[config.mk]
export PLATFORM = sky130hd
export DESIGN_NAME = cordic_seq_ctrl
export DESIGN_NICKNAME = d
export VERILOG_FILES = /design/src/rtl/cordic_seq_ctrl.sv
export SDC_FILE = /design/constraint.sdc
export NUM_CORES = 1
export LEC_CHECK = 0
export ABC_AREA = 0
export CORE_ASPECT_RATIO = 0.9
export CORE_MARGIN = 10
export CORE_UTILIZATION = 30
export CTS_CLUSTER_DIAMETER = 80
export DETAILED_ROUTE_END_ITERATION = 12
export GPL_TIMING_DRIVEN = 1
export PLACE_DENSITY = 0.44
export RECOVER_POWER = 100
export SETUP_SLACK_MARGIN = 0.02
export SLEW_MARGIN = 20
export SYNTH_ARGS = -nofsm -noshare
export SYNTH_HDL_FRONTEND = slang
export SYNTH_SLANG_ARGS = --single-unit
[constraint.sdc]
create_clock -name clk -period 9.1 [get_ports clk]
set_input_delay 1.82 -clock clk [delete_from_list [all_inputs] [get_ports clk]]
set_output_delay 1.82 -clock clk [all_outputs]
set_load 0.03 [all_outputs]
[src/rtl/cordic_seq_ctrl.sv]
// Iterative rotation-mode CORDIC: one registered shift cycle and one add/sub cycle per iteration.
// Optional abort input is compiled in when CORDIC_SEQ_ABORT_EN is defined.
module cordic_seq_ctrl #(
    parameter int ITER = 13,
    parameter int IW   = 18
) (
    input  logic               clk,
    input  logic               rst,
    input  logic               start,
`ifdef CORDIC_SEQ_ABORT_EN
    input  logic               abort,
`endif
    input  logic signed [15:0] angle,
    output logic               busy,
    output logic               done,
    output logic signed [15:0] sin_out,
    output logic signed [15:0] cos_out,
    output logic [3:0]         iter_idx
);

    localparam int                   ZW       = 17;
    localparam logic signed [IW-1:0] K_INIT   = IW'(9949);
    localparam logic signed [IW-1:0] SAT_MAX  = IW'(32767);
    localparam logic signed [IW-1:0] SAT_MIN  = IW'(-32768);
    localparam logic signed [15:0]   ANG_MAX  = 16'sd25736;
    localparam logic signed [15:0]   ANG_MIN  = -16'sd25736;
    localparam logic [3:0]           LAST_IDX = 4'(ITER - 1);

    typedef enum logic [2:0] {
        S_IDLE,
        S_LOAD,
        S_SHIFT,
        S_ROTATE,
        S_DONE
    } state_t;

    state_t               state_q, state_d;
    logic signed [IW-1:0] x_q, x_d, y_q, y_d;
    logic signed [IW-1:0] xs_q, xs_d, ys_q, ys_d;
    logic signed [ZW-1:0] z_q, z_d;
    logic [3:0]           i_q, i_d;
    logic                 busy_q, busy_d;
    logic                 done_q, done_d;
    logic signed [15:0]   sin_q, sin_d, cos_q, cos_d;

    function automatic logic signed [15:0] sat16(input logic signed [IW-1:0] v);
        if (v > SAT_MAX) begin
            return 16'sh7fff;
        end else if (v < SAT_MIN) begin
            return 16'sh8000;
        end
        return v[15:0];
    endfunction

    // Limit to +/-pi/2 so the rotation stays within CORDIC convergence.
    function automatic logic signed [ZW-1:0] clamp_angle(input logic signed [15:0] a);
        logic signed [15:0] c;
        if (a > ANG_MAX) begin
            c = ANG_MAX;
        end else if (a < ANG_MIN) begin
            c = ANG_MIN;
        end else begin
            c = a;
        end
        return {c[15], c};
    endfunction

    function automatic logic signed [ZW-1:0] atan_lut(input logic [3:0] idx);
        case (idx)
            4'd0:    return 17'sd12868;
            4'd1:    return 17'sd7596;
            4'd2:    return 17'sd4014;
            4'd3:    return 17'sd2037;
            4'd4:    return 17'sd1023;
            4'd5:    return 17'sd512;
            4'd6:    return 17'sd256;
            4'd7:    return 17'sd128;
            4'd8:    return 17'sd64;
            4'd9:    return 17'sd32;
            4'd10:   return 17'sd16;
            4'd11:   return 17'sd8;
            4'd12:   return 17'sd4;
            default: return 17'sd0;
        endcase
    endfunction

    always_comb begin
        state_d = state_q;
        x_d     = x_q;
        y_d     = y_q;
        z_d     = z_q;
        xs_d    = xs_q;
        ys_d    = ys_q;
        i_d     = i_q;
        done_d  = 1'b0;
        sin_d   = sin_q;
        cos_d   = cos_q;
        case (state_q)
            S_IDLE: begin
                if (start) begin
                    state_d = S_LOAD;
                end
            end
            S_LOAD: begin
                z_d     = clamp_angle(angle);
                x_d     = K_INIT;
                y_d     = '0;
                i_d     = '0;
                state_d = S_SHIFT;
            end
            S_SHIFT: begin
                xs_d    = x_q >>> i_q;
                ys_d    = y_q >>> i_q;
                state_d = S_ROTATE;
            end
            S_ROTATE: begin
                // A zero residual angle rotates in the positive direction.
                if (!z_q[ZW-1]) begin
                    x_d = x_q - ys_q;
                    y_d = y_q + xs_q;
                    z_d = z_q - atan_lut(i_q);
                end else begin
                    x_d = x_q + ys_q;
                    y_d = y_q - xs_q;
                    z_d = z_q + atan_lut(i_q);
                end
                if (i_q == LAST_IDX) begin
                    state_d = S_DONE;
                end else begin
                    i_d     = i_q + 4'd1;
                    state_d = S_SHIFT;
                end
            end
            S_DONE: begin
                sin_d   = sat16(y_q);
                cos_d   = sat16(x_q);
                done_d  = 1'b1;
                i_d     = '0;
                state_d = S_IDLE;
            end
            default: begin
                state_d = S_IDLE;
            end
        endcase
`ifdef CORDIC_SEQ_ABORT_EN
        // Abort beats start in IDLE and drops any computation that has not reached DONE.
        if (abort && (state_q != S_DONE)) begin
            state_d = S_IDLE;
            i_d     = '0;
        end
`endif
        busy_d = (state_d != S_IDLE);
    end

    always_ff @(posedge clk or posedge rst) begin
        if (rst) begin
            state_q <= S_IDLE;
            x_q     <= '0;
            y_q     <= '0;
            z_q     <= '0;
            xs_q    <= '0;
            ys_q    <= '0;
            i_q     <= '0;
            busy_q  <= 1'b0;
            done_q  <= 1'b0;
            sin_q   <= '0;
            cos_q   <= '0;
        end else begin
            state_q <= state_d;
            x_q     <= x_d;
            y_q     <= y_d;
            z_q     <= z_d;
            xs_q    <= xs_d;
            ys_q    <= ys_d;
            i_q     <= i_d;
            busy_q  <= busy_d;
            done_q  <= done_d;
            sin_q   <= sin_d;
            cos_q   <= cos_d;
        end
    end

    assign busy     = busy_q;
    assign done     = done_q;
    assign sin_out  = sin_q;
    assign cos_out  = cos_q;
    assign iter_idx = i_q;

endmodule
==> summary.txt <==
Floorplan
  – Initial Util: 0.303
  – Core ar.: 0.0338 mm²
  – Die width: 215 µm
  – Die Y: 195 µm
  – Rows: 64
  – Die area: 0.0419 mm²
  – I/O pin total: 57

Detailed routing
  – Final WL: 31300 µm
  – DR WL met2: 14000 µm
  – Metal-1 WL: 15500 µm
  – Via count: 8937
  – DRC violations left: 0
  – Routed wl met3: 1270 µm
  – Detail Route Antenna Nets: 0
  – First-pass DRT Iterations: 5
  – Drt wl/cell: 18.1 µm
  – Avg Vias per Cell: 5.17
  – Top sig layer: met4
  – 1st-iter DRT viols: 551

Logic synthesis
  – Top_reg_cell synth: dfrtp_1
  – Top cell type's share of synthesized area: 0.318
  – FF+latch count, synth: 130
  – Syn nets: 1330
  – Sequential element share of the synthesized area: 0.318
  – Synth cell count leaders: nand2_1 (178), o21ai_0 (170), dfrtp_1 (130), nor2_1 (103), a21oi_1 (96)
  – Asr flop ratio synth: 1.00
  – Post-synthesis cell type count: 82
  – Cells after synthesis: 1245
  – Synth warn: 0
  – EDFF count, synth: 0
  – Post-Syn Area: 0.0102 mm²
  – Leading area contributor after synthesis: dfrtp_1
  – Synth area leaders: dfrtp_1 (32%), o21ai_0 (8.3%), ha_1 (7.7%)
  – Synth Area per Inst: 8.21 µm²
  – Most frequent cell after synthesis: nand2_1

Outcome
  – Outcome: finished, violations left
  – Failing checks: capacitance limit, slew limit

Setup path
  – CP Class: register to register
  – Crit. End Element: register
  – Required time of the critical path: 9.42 ns
  – RR Startpoint: iter_idx[0]$_DFFE_PP0P_
  – CP arrival: 6.58 ns
  – Family with the most delay on the worst path: compound AO/OA/AOI/OAI gates
  – Crit path max fanout: 49
  – Register-to-register setup slack: 2.84 ns
  – Startpoint Class: register
  – R2r endpoint: z_q[15]$_DFFE_PP0P_
  – Reg2Reg Depth: 16
  – CP bufs+invs: 1
  – CP max stage delay: 1.96 ns
  – Critical Path Slowest Stage Cell: clkbuf_1
  – CP cell instances: clkbuf_1 -> ha_1 -> and2b_1 -> o32ai_1 -> nor3_1 -> a21boi_0 -> a21oi_1 -> xor2_1 -> ha_1 -> and3_1 -> a221o_1 -> a221oi_1 -> o21ai_0 -> xor2_1 -> a22oi_2 -> nand2_1

Worst hold path
  – Hold Crit Endpoint: cos_out[9]$_DFFE_PP0P_
  – HP Class: register to register
  – Worst hold stages: 2
  – Hold Startpoint: cos_out[9]$_DFFE_PP0P_

Finish
  – Area growth syn-to-layout: 13.7%
  – Final #Nets: 1340
  – Share of layout cells above drive strength 1: 0.0631
  – Antenna cells: 0

Placement
  – Placer Congestion: 0.837
  – Final HPWL DP: 22500 µm
  – # port buffers: 56

STA
  – Relative slew slack: -0.856
  – Slew at the pin with the worst max-slew slack: 2.78 ns
  – FMAX: 160 MHz
  – Post-route setup TNS: 0 ns
  – RSZ-0062 raised after global routing: no
  – Final Hold Vio Count: 0
  – Final Skew: 0.0101 ns
  – Fin crit share: 0.688
  – Setup Viol. Count Final: 0
  – Max-slew violation count: 456
  – Minimum clock period: 6.26 ns

Clock network
  – CTS tree: done
  – Worst skew pair latency: 0.43 ns
  – Num CTS Buffers: 17
  – Sink Count: 130
  – CTS Buffer Depth: 2
  – Root buf cell: clkbuf_16
  – CTS resizes: 0
  – # H-tree levels: 4
  – Post-CTS Setup Bufs: 0
  – Clock transition at the registers of the reported paths: 0.06 ns
  – Cts hold-fix bufs: 0

Global routing
  – Via count of the first global-routing pass: 8788
  – Overall Global Routing Usage: 0.150
  – Remaining Overflow, GRT: 0
  – Antenna violations before repair: 1
  – Largest net degree at the start of global routing: 76
  – Global-route wire length before repair: 50800 µm

Job
  – Max Cap Violations: 9
## registers in the layout, indices dropped and copies added, names as in the netlist
name      count
busy          1
cos_out      16
done          1
iter_idx      4
sin_out      16
state_q       3
x_q          18
xs_q         18
y_q          18
ys_q         18
z_q          17
## tightest hold or removal path, cell delays in order, from the launching register on
cell and delay, ns:
dfrtp_1 0.33, nand2_1 0.04, o21ai_0 0.06
## per-stage QoR
stage / std cells / cell area [µm²] / utilization / hold WS (ns) / setup slack (ns)
2_1_floorplan: 1245 / 10200 / - / 0.455 / 3.81
3_3_place_gp: 1698 / 11100 / 0.330 / 0.462 / 4.18
3_5_place_dp: 1698 / 11200 / 0.330 / 0.470 / 4.14
4_1_cts: 1729 / 11700 / 0.346 / 0.484 / 4.13
5_1_grt: 1729 / 11600 / 0.344 / 0.505 / 2.14
6_report: 1729 / 11600 / 0.344 / 0.470 / 2.84
## cell families (layout without fill, tap and decap cells)
family / count (synthesis) / after routing / synth area share
compound gates: 420 / 420 / 0.252
xor+xnor: 79 / 79 / 0.0684
fa+ha+maj: 66 / 66 / 0.0830
buf+inv: 107 / 129 / 0.0428
flops: 130 / 130 / 0.318
mux: 57 / 57 / 0.0653
simple gates: 386 / 386 / 0.170
## worst max path at each step
stage                       startpoint                   to  slack (ns)  cells past startpoint
2_1_floorplan                      rst       busy$_DFF_PP0_        3.81                      1
3_3_place_gp   iter_idx[2]$_DFFE_PP0P_  z_q[15]$_DFFE_PP0P_        4.18                     16
3_5_place_dp   iter_idx[2]$_DFFE_PP0P_  z_q[15]$_DFFE_PP0P_        4.14                     16
4_1_cts        iter_idx[2]$_DFFE_PP0P_  z_q[15]$_DFFE_PP0P_        4.13                     16
5_1_grt        iter_idx[0]$_DFFE_PP0P_  z_q[15]$_DFFE_PP0P_        2.14                     16
6_report       iter_idx[0]$_DFFE_PP0P_  z_q[15]$_DFFE_PP0P_        2.84                     16
## cell usage in the layout, fill, tap and decap left out, drive strengths merged, types with 8 or more instances in the layout
master	n
clkdlybuf4s50	17
o21a	14
nor3	23
nor2b	15
and3	8
nand3	12
mux2	18
nand2	178
xnor2	36
a31oi	18
o31ai	14
dlygate4sd3	39
a211oi	20
a21o	19
clkbuf	28
nor2	104
a21oi	97
xor2	43
inv	29
o211ai	8
dfrtp	130
nand2b	11
mux2i	33
nor4	10
ha	63
o21ai	178
## metal layers
layer / global-route usage / up-vias
met5: 0 / -
met4: 0.0475 / 0
met3: 0.0280 / 21
met2: 0.234 / 161
met1: 0.207 / 4262
li1: - / 4493
## area by class of cell
type	instances	area [µm²]
multi-input cells	1008	6500
repair buffers	68	628
flip-flops and latches	130	3250
fillers	3675	22200
clock inverters	10	113
well taps	462	578
clock buffers	21	440
inverters	30	114
Power is not shown: default switching activity piles up to over one toggle a cycle in this logic, so the estimate is an artifact.
